===== config.mk =====
export PLATFORM = sky130hd
export DESIGN_NAME = seg7_scan_reader
export DESIGN_NICKNAME = d
export VERILOG_FILES = /design/src/rtl/seg7_scan_reader.sv
export SDC_FILE = /design/constraint.sdc
export NUM_CORES = 1
export LEC_CHECK = 0
export ABC_AREA = 0
export BUFFER_PORTS_ARGS = -buffer_cell sky130_fd_sc_hd__buf_2
export CORE_MARGIN = 10
export CORE_UTILIZATION = 36
export CTS_CLUSTER_DIAMETER = 100
export CTS_CLUSTER_SIZE = 12
export DETAILED_ROUTE_END_ITERATION = 10
export PLACE_DENSITY = 0.63
export SLEW_MARGIN = 30
export SYNTH_ARGS = -nofsm -noshare
export SYNTH_HDL_FRONTEND = slang
export SYNTH_SLANG_ARGS = --single-unit

===== constraint.sdc =====
create_clock -name clk -period 3 [get_ports clk]
set_clock_uncertainty 0.15 [all_clocks]
set_input_delay 0.9 -clock clk [delete_from_list [all_inputs] [get_ports clk]]
set_output_delay 0.9 -clock clk [all_outputs]
set_load 0.01 [all_outputs]

===== src/rtl/seg7_scan_reader.sv =====
// Decodes a multiplexed active-low 7-segment bus back into BCD digits and
// presents each completed frame on a valid/ready interface.
module seg7_scan_reader #(
  parameter int N_DIG  = 4,
  parameter int STABLE = 3
) (
  input  logic                 clk,
  input  logic                 rst_n,
  input  logic [6:0]           seg_n,
  input  logic [N_DIG-1:0]     an_n,
  output logic [4*N_DIG-1:0]   digits,
  output logic [N_DIG-1:0]     dig_err,
  output logic                 out_valid,
  input  logic                 out_ready,
  output logic                 overrun
);

  // The counter reaches STABLE+1 and saturates there, so each run captures once.
  localparam int CW = $clog2(STABLE + 2);
  localparam logic [CW-1:0] CNT_CAP = CW'(STABLE);
  localparam logic [CW-1:0] CNT_SAT = CW'(STABLE + 1);

  logic [N_DIG-1:0]   r_an;
  logic [6:0]         r_seg;
  logic [CW-1:0]      r_cnt;
  logic [N_DIG-1:0]   r_seen;
  logic [4*N_DIG-1:0] r_shadow;
  logic [N_DIG-1:0]   r_shadow_err;
  logic [4*N_DIG-1:0] r_digits;
  logic [N_DIG-1:0]   r_err;
  logic               r_valid;
  logic               r_overrun;

  logic               w_in_valid;
  logic               w_match;
  logic               w_capture;
  logic               w_frame;
  logic [4:0]         w_dec;
  logic [CW-1:0]      w_cnt_nx;
  logic [N_DIG-1:0]   w_seen_nx;
  logic [4*N_DIG-1:0] w_shadow_nx;
  logic [N_DIG-1:0]   w_shadow_err_nx;
  logic [4*N_DIG-1:0] w_digits_nx;
  logic [N_DIG-1:0]   w_err_nx;
  logic               w_valid_nx;
  logic               w_overrun_nx;

  function automatic logic one_low(input logic [N_DIG-1:0] an);
    int zeros;
    zeros = 0;
    for (int i = 0; i < N_DIG; i++) begin
      if (!an[i]) zeros++;
    end
    return (zeros == 1);
  endfunction

  // Returns {error, nibble}; unknown patterns (including blank) map to 0xF.
  function automatic logic [4:0] decode(input logic [6:0] seg);
    case (seg)
      7'h40:   return 5'h00;
      7'h79:   return 5'h01;
      7'h24:   return 5'h02;
      7'h30:   return 5'h03;
      7'h19:   return 5'h04;
      7'h12:   return 5'h05;
      7'h02:   return 5'h06;
      7'h78:   return 5'h07;
      7'h00:   return 5'h08;
      7'h10:   return 5'h09;
      default: return 5'h1F;
    endcase
  endfunction

  // NOTE: every signal assigned here gets a default first, so no latch is inferred.
  always_comb begin
    w_in_valid      = one_low(an_n);
    w_match         = (an_n == r_an) && (seg_n == r_seg) && (r_cnt != '0);
    w_cnt_nx        = '0;
    w_capture       = (r_cnt == CNT_CAP);
    w_dec           = decode(r_seg);
    w_seen_nx       = r_seen;
    w_shadow_nx     = r_shadow;
    w_shadow_err_nx = r_shadow_err;
    w_digits_nx     = r_digits;
    w_err_nx        = r_err;
    w_valid_nx      = r_valid;
    w_overrun_nx    = r_overrun;

    if (w_in_valid) begin
      if (w_match) w_cnt_nx = (r_cnt == CNT_SAT) ? r_cnt : r_cnt + 1'b1;
      else         w_cnt_nx = CW'(1);
    end

    // Capture works off the registered run, so a change on this edge does not block it.
    for (int i = 0; i < N_DIG; i++) begin
      if (w_capture && !r_an[i]) begin
        w_shadow_nx[4*i +: 4] = w_dec[3:0];
        w_shadow_err_nx[i]    = w_dec[4];
        w_seen_nx[i]          = 1'b1;
      end
    end
    w_frame = w_capture && (&w_seen_nx);

    if (r_valid && out_ready) w_valid_nx = 1'b0;

    if (w_frame) begin
      w_seen_nx = '0;
      if (!r_valid || out_ready) begin
        w_digits_nx = w_shadow_nx;
        w_err_nx    = w_shadow_err_nx;
        w_valid_nx  = 1'b1;
      end else begin
        w_overrun_nx = 1'b1;
      end
    end
  end

  // NOTE: sequential state uses non-blocking assignments only.
  always_ff @(posedge clk) begin
    if (!rst_n) begin
      r_an         <= '1;
      r_seg        <= '1;
      r_cnt        <= '0;
      r_seen       <= '0;
      r_shadow     <= '0;
      r_shadow_err <= '0;
      r_digits     <= '0;
      r_err        <= '0;
      r_valid      <= 1'b0;
      r_overrun    <= 1'b0;
    end else begin
      r_an         <= an_n;
      r_seg        <= seg_n;
      r_cnt        <= w_cnt_nx;
      r_seen       <= w_seen_nx;
      r_shadow     <= w_shadow_nx;
      r_shadow_err <= w_shadow_err_nx;
      r_digits     <= w_digits_nx;
      r_err        <= w_err_nx;
      r_valid      <= w_valid_nx;
      r_overrun    <= w_overrun_nx;
    end
  end

  assign digits    = r_digits;
  assign dig_err   = r_err;
  assign out_valid = r_valid;
  assign overrun   = r_overrun;

endmodule


Yosys cells after proc, flatten, opt, wreduce, memory -nomap -nowiden
Index checks and enable logic that the tools add are counted.
{ "word_totals": {"register_bits": 60, "out_inout_bits": 22, "wordCells": 76} }
{ "classes": {"muxes": 22, "add_sub_neg": 4, "bitwise": 2, "n_eq_ne": 15, "reduce_logical": 22} }
{ "op_table": {"columns": ["cell", "n"], "rows": [
  ["$add A32 B2 Y32 const B", 3],
  ["$mux W32", 3],
  ["$pmux W5 S10", 1],
  ["$eq A32 B2 Y1 const B", 1],
  ["$eq A7 B5 Y1 const B", 3],
  ["$eq A7 B7 Y1 const B", 3],
  ["$mux W4", 4],
  ["$eq A7 B6 Y1 const B", 2],
  ["$mux W1", 14],
  ["$logic_and A1 B1 Y1", 8],
  ["$eq A7 B2 Y1 const B", 1],
  ["$eq A7 B7 Y1", 1],
  ["$logic_not A7 Y1", 1],
  ["$reduce_and A2 Y1", 3],
  ["$logic_not A1 Y1", 5],
  ["$eq A4 B4 Y1", 1],
  ["$reduce_and A4 Y1", 1],
  ["$add A3 B1 Y3 const B", 1],
  ["$eq A3 B2 Y1 const B", 1],
  ["$eq A3 B3 Y1 const B", 1],
  ["$reduce_and A3 Y1", 1],
  ["$reduce_bool A3 Y1", 1],
  ["$ne A2 B2 Y1 const B", 1],
  ["$not A1 Y1", 2],
  ["2 further kinds", 2]
]} }

Depth between registers and ports, before layout
Gate-level depths: netlist of run 1.
{ "depth": {"ltp_word": 9, "mapped_depth": 9} }

Worst setup path after synthesis of run 1
OpenSTA, ideal clock, no wires.
{ "synth_path": {"kind": "input to register", "start": "input out_ready", "end": "register r_digits[11] (netlist: digits[11])", "path_slack_ns": 0.540, "setup_time_ns": 0.116, "arrival_time_ns": 2.194, "path_buffers": 3, "cell_stages": 8, "cell_sequence": "nand2b_1 and3_1 buf_2 and2_1 buf_2 clkbuf_1 nand3_1 o211a_1"} }
{ "synth_between": {"elab_chain_cells": 2} }
{ "synth_rtl": {"columns": ["item", "line", "text"], "rows": [
  ["from (decl)", "14", "input logic out_ready,"],
  ["$logic_or A1 B1 Y1", "108", "if (!r_valid || out_ready) begin"],
  ["$reduce_and A2 Y1 (no line)", null, null],
  ["to (signal assigned)", "138", "r_digits <= w_digits_nx;"],
  ["to (decl)", "29", "logic [4*N_DIG-1:0] r_digits;"]
]} }
Every way passes these cells.
A chain may end at the register's enable or synchronous reset.

Final worst setup path of run 1
{ "layout_path": {"start": "input an_n[0]", "end": "register r_cnt[1]"} }
{ "layout_between": {"elab_chain_cells": 9} }
{ "layout_rtl": {"columns": ["item", "line", "text"], "rows": [
  ["from (decl)", "10", "input logic [N_DIG-1:0] an_n,"],
  ["$mux W1", "52", "if (!an[i]) zeros++;"],
  ["$add A32 B2 Y32", "52", null],
  ["$mux W32", "52", null],
  ["$add A32 B2 Y32", "52", null],
  ["$mux W32", "52", null],
  ["$add A32 B2 Y32", "52", null],
  ["$mux W32", "52", null],
  ["$eq A32 B2 Y1", "54", "return (zeros == 1);"],
  ["$reduce_and A3 Y1 (no line) (*)", null, null],
  ["to (signal assigned)", "134", "r_cnt <= w_cnt_nx;"],
  ["to (decl)", "25", "logic [CW-1:0] r_cnt;"]
]} }
Mark *: on every way between the ends. The rest lies on a longest branch, timed or not.

==> flow_metrics.tcl, run 1 <==
set metrics [dict create \
    final-setup-viol-count 0 \
    crit_chain "buf_2, inv_1, ha_1, xnor2_1, ha_1, o31ai_1, nand4_1, a21oi_1" \
    worstSkewPairLatency_ns 0.33 \
    relSlewSlack_pct 46.41 \
    finalMaxSlewViolations 0 \
    crit_path_max_incr_delay_ns 0.34 \
    worst_slack_ns 0.6374 \
    netlist_instances 290 \
    cts_resized 0 \
    placedInstanceArea_mm2 0.002920 \
    place_ws_ns 0.2822 \
    synth_ff_type "dfxtp_1" \
    ys_types 46 \
    track_usage_pct 10.87 \
    clock-sinks 60 \
    synth_area_mm2 0.002646 \
    placementRows 31 \
    crit_family "adder cells" \
    hold_slack_ns 0.3194 \
    tritoncts "yes" \
    final-hold-violation-count 0 \
    die_y_um 105.7 \
    outcome "finished clean" \
    routedWlPerCell_um 14.21 \
    whs_path_depth 2 \
    start_kind "input port" \
    min-delay-path-class "flip-flop to flip-flop" \
    period_minus_slack_ns 2.363 \
    irDropWorstVdd_v 0.0002805 \
    maxCapViolCount 0 \
    cp.required_ns 3.12 \
    rr_startpoint "r_cnt[1]" \
    antenna_cells 0 \
    cts.htree.levels 3 \
    dp_hpwl_um 4202 \
    finalSetupTns_ns 0 \
    numCtsBuffers 9 \
    antenna_found_initial 0 \
    cts_hold_buffers 0 \
    via_per_inst 5.021 \
    grt_start_max_net_pins 32 \
    worst_pin_slew_ns 0.8030 \
    ys_warn_count 0 \
    cp_num_buf_inv 2 \
    path_max_fanout 4 \
    first_iter_violations 162 \
    fmax_mhz 423.3 \
    multi_input_area_mm2 0.001308 \
    initial_core_util_pct 36.68 \
    core_area_mm2 0.007214 \
    cts.path.max_buffers 2 \
    rsz0062_at_grt "no" \
    gp_congestion 0.7730 \
    end_kind "flip-flop" \
    first_pass_iters 4 \
    min-delay-start "r_seen[2]" \
    register_area_mm2 0.001201 \
    port_buffers 35 \
    route.vias.total 2149 \
    r2r_setup_slack_ns 0.68 \
    drc 0 \
    reg2reg_depth 7 \
    final_antenna_net_count 0 \
    syn2layout_area_growth_pct 17.92 \
    crit_arrival_ns 2.48 \
    grt_pass1_vias 2050 \
    drive_gt1_share_pct 21.58 \
    num-nets-final 344 \
    clk_pin_slew_ns 0.07 \
    fillers 746 \
    yosys_register_bits 60 \
    synth_area_per_cell_um2 9.125 \
    async_flop_share_pct 0 \
    overflow 0 \
    post-route-period-util_pct 78.75 \
    die_w_um 105.7 \
    fin_area_mm2 0.003120 \
    io_pins 36 \
    hold_end "r_seen[2]" \
    syn-num-nets 310 \
    critPathKind "input port to flip-flop" \
    cp_slowest_cell "ha_1" \
    r2r_end "digits[2]" \
    synth-edff-count 0 \
    cts_setup_buffers 0 \
    grt_pass1_wl_um 9942 \
    critPathMostFrequentCell "ha_1" \
    routed_wl_um 6081 \
    cts-root-buf "clkbuf_8" \
    die_area_mm2 0.01118 \
    cellPowerDensity_mw_per_mm2 522.5 \
    p_leak_nw 1.205 \
    ys_seq_area_share_pct 45.39 \
]
## area by class of cell
cell class,instances,share of cell area (%)
clock buffers,9,3.970
flip-flops and latches,60,38.49
inverters,12,1.443
clock inverters,7,2.446
well taps,99,3.970
multi-input cells,197,41.90
repair buffers,44,7.779
## worst register-to-register path, stage by stage, from the launching register on
cell,delay (ns)
dfxtp_1,0.35
ha_1,0.16
ha_1,0.25
and3_1,0.42
and2_1,0.28
buf_4,0.27
mux2i_1,0.10
a311oi_1,0.25
## synthesized netlist by cell type, drive strengths merged (6+ instances only)
| cell | instances | share of area [%] |
|---|---|---|
| dfxtp | 60 | 45 |
| nor2 | 30 | 4.3 |
| a21oi | 18 | 3.7 |
| clkbuf | 16 | 2.3 |
| o21ai | 16 | 3.0 |
| nand3 | 15 | 2.8 |
| nand2b | 14 | 3.3 |
| xnor2 | 14 | 4.6 |
| inv | 12 | 1.7 |
| a311oi | 10 | 3.3 |
| a31oi | 9 | 2.1 |
| nand2 | 9 | 1.3 |
| mux2i | 8 | 3.0 |
| nor2b | 8 | 1.9 |
| a211oi | 6 | 1.7 |
| ha | 6 | 2.8 |
## placed cells by master, fill, tap and decap left out, types with 2 or more instances in the layout
cell,Yosys,layout
a211oi_1,6,6
a21oi_1,16,16
a21oi_2,2,2
a311oi_1,10,10
a31oi_1,9,9
buf_2,4,35
buf_4,0,9
clkbuf_8,0,9
clkinv_4,0,2
clkinvlp_4,0,2
dfxtp_1,60,60
ha_1,6,6
inv_1,12,12
mux2i_1,8,8
nand2_1,9,9
nand2b_1,14,14
nand3_1,15,15
nand3b_1,2,2
nand4_1,3,3
nor2_1,30,30
nor2b_1,8,8
o211ai_1,4,4
o21ai_0,16,16
or2_2,3,3
xnor2_1,14,14
## registers in the layout, summed over array words and instances (netlist names)
register / cells
dig_err: 4
overrun: 1
r_shadow: 16
digits: 16
r_seen: 4
r_cnt: 3
out_valid: 1
r_seg: 7
r_shadow_err: 4
r_an: 4
## report_power, final
part           internal (mW)  switching, mW
combinational         0.0383         0.0482
clock                  0.387          0.337
sequential             0.805         0.0151
total                   1.23          0.400
## worst max path at each step
stage               from          to  slack, ns  cells after the start
2_1_floorplan  out_ready  digits[11]       0.54                      8
3_3_place_gp     an_n[0]    r_cnt[1]       0.35                      8
3_5_place_dp     an_n[0]    r_cnt[1]       0.28                      8
4_1_cts          an_n[0]    r_cnt[1]       0.65                      8
5_1_grt          an_n[0]    r_cnt[1]       0.47                      8
6_report         an_n[0]    r_cnt[1]       0.64                      8
## logic make-up (layout without fill, tap and decap cells)
logic type | Yosys count | in the layout | synth area share, %
AOI/OAI and AO/OA | 74 | 74 | 19.86
xor gates and xnor gates | 14 | 14 | 4.634
adders and majority gates | 6 | 6 | 2.837
buffers and inverters | 33 | 72 | 5.200
DFF | 60 | 60 | 45.39
muxes | 8 | 8 | 3.026
and+or+nand+nor | 95 | 95 | 19.05
## through the flow
step	instances	util (%)	total power, mW
finish	428	43.25	1.631
global route	428	43.25	1.701
CTS	428	43.25	1.655
detailed placement	412	40.48	0.9253
floorplan	290	-	0.8987
global placement	412	40.48	0.9223
## metal layers
layer	part of all wire (%)	GRT usage [%]	wire length, µm
met1	46	13.20	2782
met2	47	16.78	2849
met3	7.0	5.238	425
met4	0.39	2.901	24
met5	0	0	0
(Power assumes the default switching activity.)
==> run 2, diff against run 1 <==
==> constraint.sdc (replaced) <==
create_clock -name clk -period 2.32 [get_ports clk]
set_clock_uncertainty 0.15 [all_clocks]
set_input_delay 0.696 -clock clk [delete_from_list [all_inputs] [get_ports clk]]
set_output_delay 0.696 -clock clk [all_outputs]
set_load 0.01 [all_outputs]
==> run 2 against run 1 <==
  * Clock power rose by 30%
  * Non-clock buffer count grew 11
  * Critical endpoint is now digits[12]
  * Die area is the same
  * Setup slack got worse by 0.45 ns
  * Critical path type is now flip-flop to flip-flop
  * Largest cell class unchanged
==> flow_metrics.tcl, run 2 (synthesis gave the netlist of run 1 again) <==
set metrics [dict create \
    drc 0 \
    power_mw 2.130 \
    worstSkewPairLatency_ns 0.34 \
    route.vias.total 2188 \
    grt_pass1_vias 2172 \
    crit_path_max_incr_delay_ns 0.51 \
    min-delay-start "overrun" \
    crit_chain "or4b_4, o32ai_2, a21oi_2, a32oi_4, a31oi_1" \
    path_max_fanout 8 \
    track_usage_pct 11.61 \
    maxCapViolCount 0 \
    final_antenna_net_count 0 \
    final_common_cell "dfxtp_1" \
    numCtsBuffers 9 \
    register_area_mm2 0.001201 \
    final_cell_mix "60 x dfxtp_1, 35 x buf_2, 30 x nor2_1" \
    overflow 0 \
    cts.htree.levels 3 \
    cp_slowest_cell "or4b_4" \
    cts.path.max_buffers 2 \
    rr_startpoint "r_seg[1]" \
    cts_setup_buffers 0 \
    fillers 746 \
    hold_end "overrun" \
    port_buffers 35 \
    r2r_end "digits[12]" \
    first_iter_violations 146 \
    final-setup-viol-count 0 \
    gp_congestion 0.8491 \
    period_minus_slack_ns 2.128 \
    routedWlPerCell_um 14.20 \
    routed_wl_um 6232 \
    fmax_mhz 469.9 \
    rsz0062_at_grt "no" \
    cts_hold_buffers 0 \
    num-nets-final 355 \
    die_area_mm2 0.01118 \
    r2r_setup_slack_ns 0.19 \
    end_kind "flip-flop" \
    whs_path_depth 1 \
    irDropWorstVdd_v 0.0004052 \
    cts_resized 0 \
    relSlewSlack_pct 67.45 \
    cellPowerDensity_mw_per_mm2 661.7 \
    finalMaxSlewViolations 0 \
    cts-root-buf "clkbuf_8" \
    p_leak_nw 1.259 \
    grt_pass1_wl_um 10560 \
    die_w_um 105.7 \
    multi_input_area_mm2 0.001313 \
    die_y_um 105.7 \
    final-hold-violation-count 0 \
    placementRows 31 \
    cp.required_ns 2.38 \
    via_per_inst 4.984 \
    worst_pin_slew_ns 0.4883 \
    outcome "finished clean" \
    utilization_pct 44.62 \
    syn2layout_area_growth_pct 21.65 \
    clock-sinks 60 \
    dp_hpwl_um 4415 \
    io_pins 36 \
    min-delay-path-class "flip-flop to flip-flop" \
    start_kind "flip-flop" \
    initial_core_util_pct 36.68 \
    clk_pin_slew_ns 0.07 \
    drive_gt1_share_pct 24.41 \
    grt_start_max_net_pins 26 \
    critPathKind "flip-flop to flip-flop" \
    core_area_mm2 0.007214 \
    reg2reg_depth 5 \
    tritoncts "yes" \
    post-route-period-util_pct 91.73 \
    first_pass_iters 4 \
    antenna_cells 0 \
    placedInstanceArea_mm2 0.003015 \
    fin_area_mm2 0.003219 \
    crit_arrival_ns 2.19 \
    antenna_found_initial 0 \
]
run 2: worst max path at each step:
stage	slack (ns)	end	depth (start not counted)	from
6_report	0.19	digits[12]	5	r_seg[1]
5_1_grt	0.05	digits[4]	5	r_seg[1]
4_1_cts	0.16	r_cnt[1]	8	an_n[0]
3_5_place_dp	-0.19	r_cnt[1]	8	an_n[0]
3_3_place_gp	-0.05	r_cnt[1]	8	an_n[0]
2_1_floorplan	0.06	digits[11]	8	out_ready
run 2: per-layer routing:
| metal | global-route usage [%] | vias up | share of wire, % |
|---|---|---|---|
| met2 | 18.07 | 39 | 46 |
| met5 | 0 | - | 0 |
| met4 | 3.482 | 0 | 0.77 |
| met1 | 13.92 | 1027 | 47 |
| li1 | - | 1116 | - |
| met3 | 5.481 | 6 | 6.0 |
run 2: metrics by stage:
step                setup slack [ns]  hold WS (ns)  std cells  setup TNS (ns)
CTS                           0.1637        0.3219        439               0
finish                        0.1919        0.3167        439               0
global route                 0.05073        0.3406        439               0
detailed placement           -0.1902        0.3056        423         -0.4368
global placement            -0.05346        0.2957        423        -0.08661
floorplan                    0.06430        0.2813        290               0
run 2: power by group:
part / switching, mW / internal [mW] / leakage (nW)
sequential: 0.0161 / 1.04 / 0.486
combinational: 0.0709 / 0.0642 / 0.680
clock: 0.437 / 0.500 / 0.0923
run 2: critical path: cells and delay by family, from the launching register on:
kind               cells  cell delay (ns)
AOI/OAI and AO/OA      4             0.91
and+or+nand+nor        1             0.51
DFF                    1             0.43
run 2: cell type report:
cell class	count	area share, %
multi-input combinational	197	40.77
sequential	60	37.31
timing repair buffer	55	10.49
clock buffer	9	3.848
tap	99	3.848
clock inverter	7	2.332
inverter	12	1.399
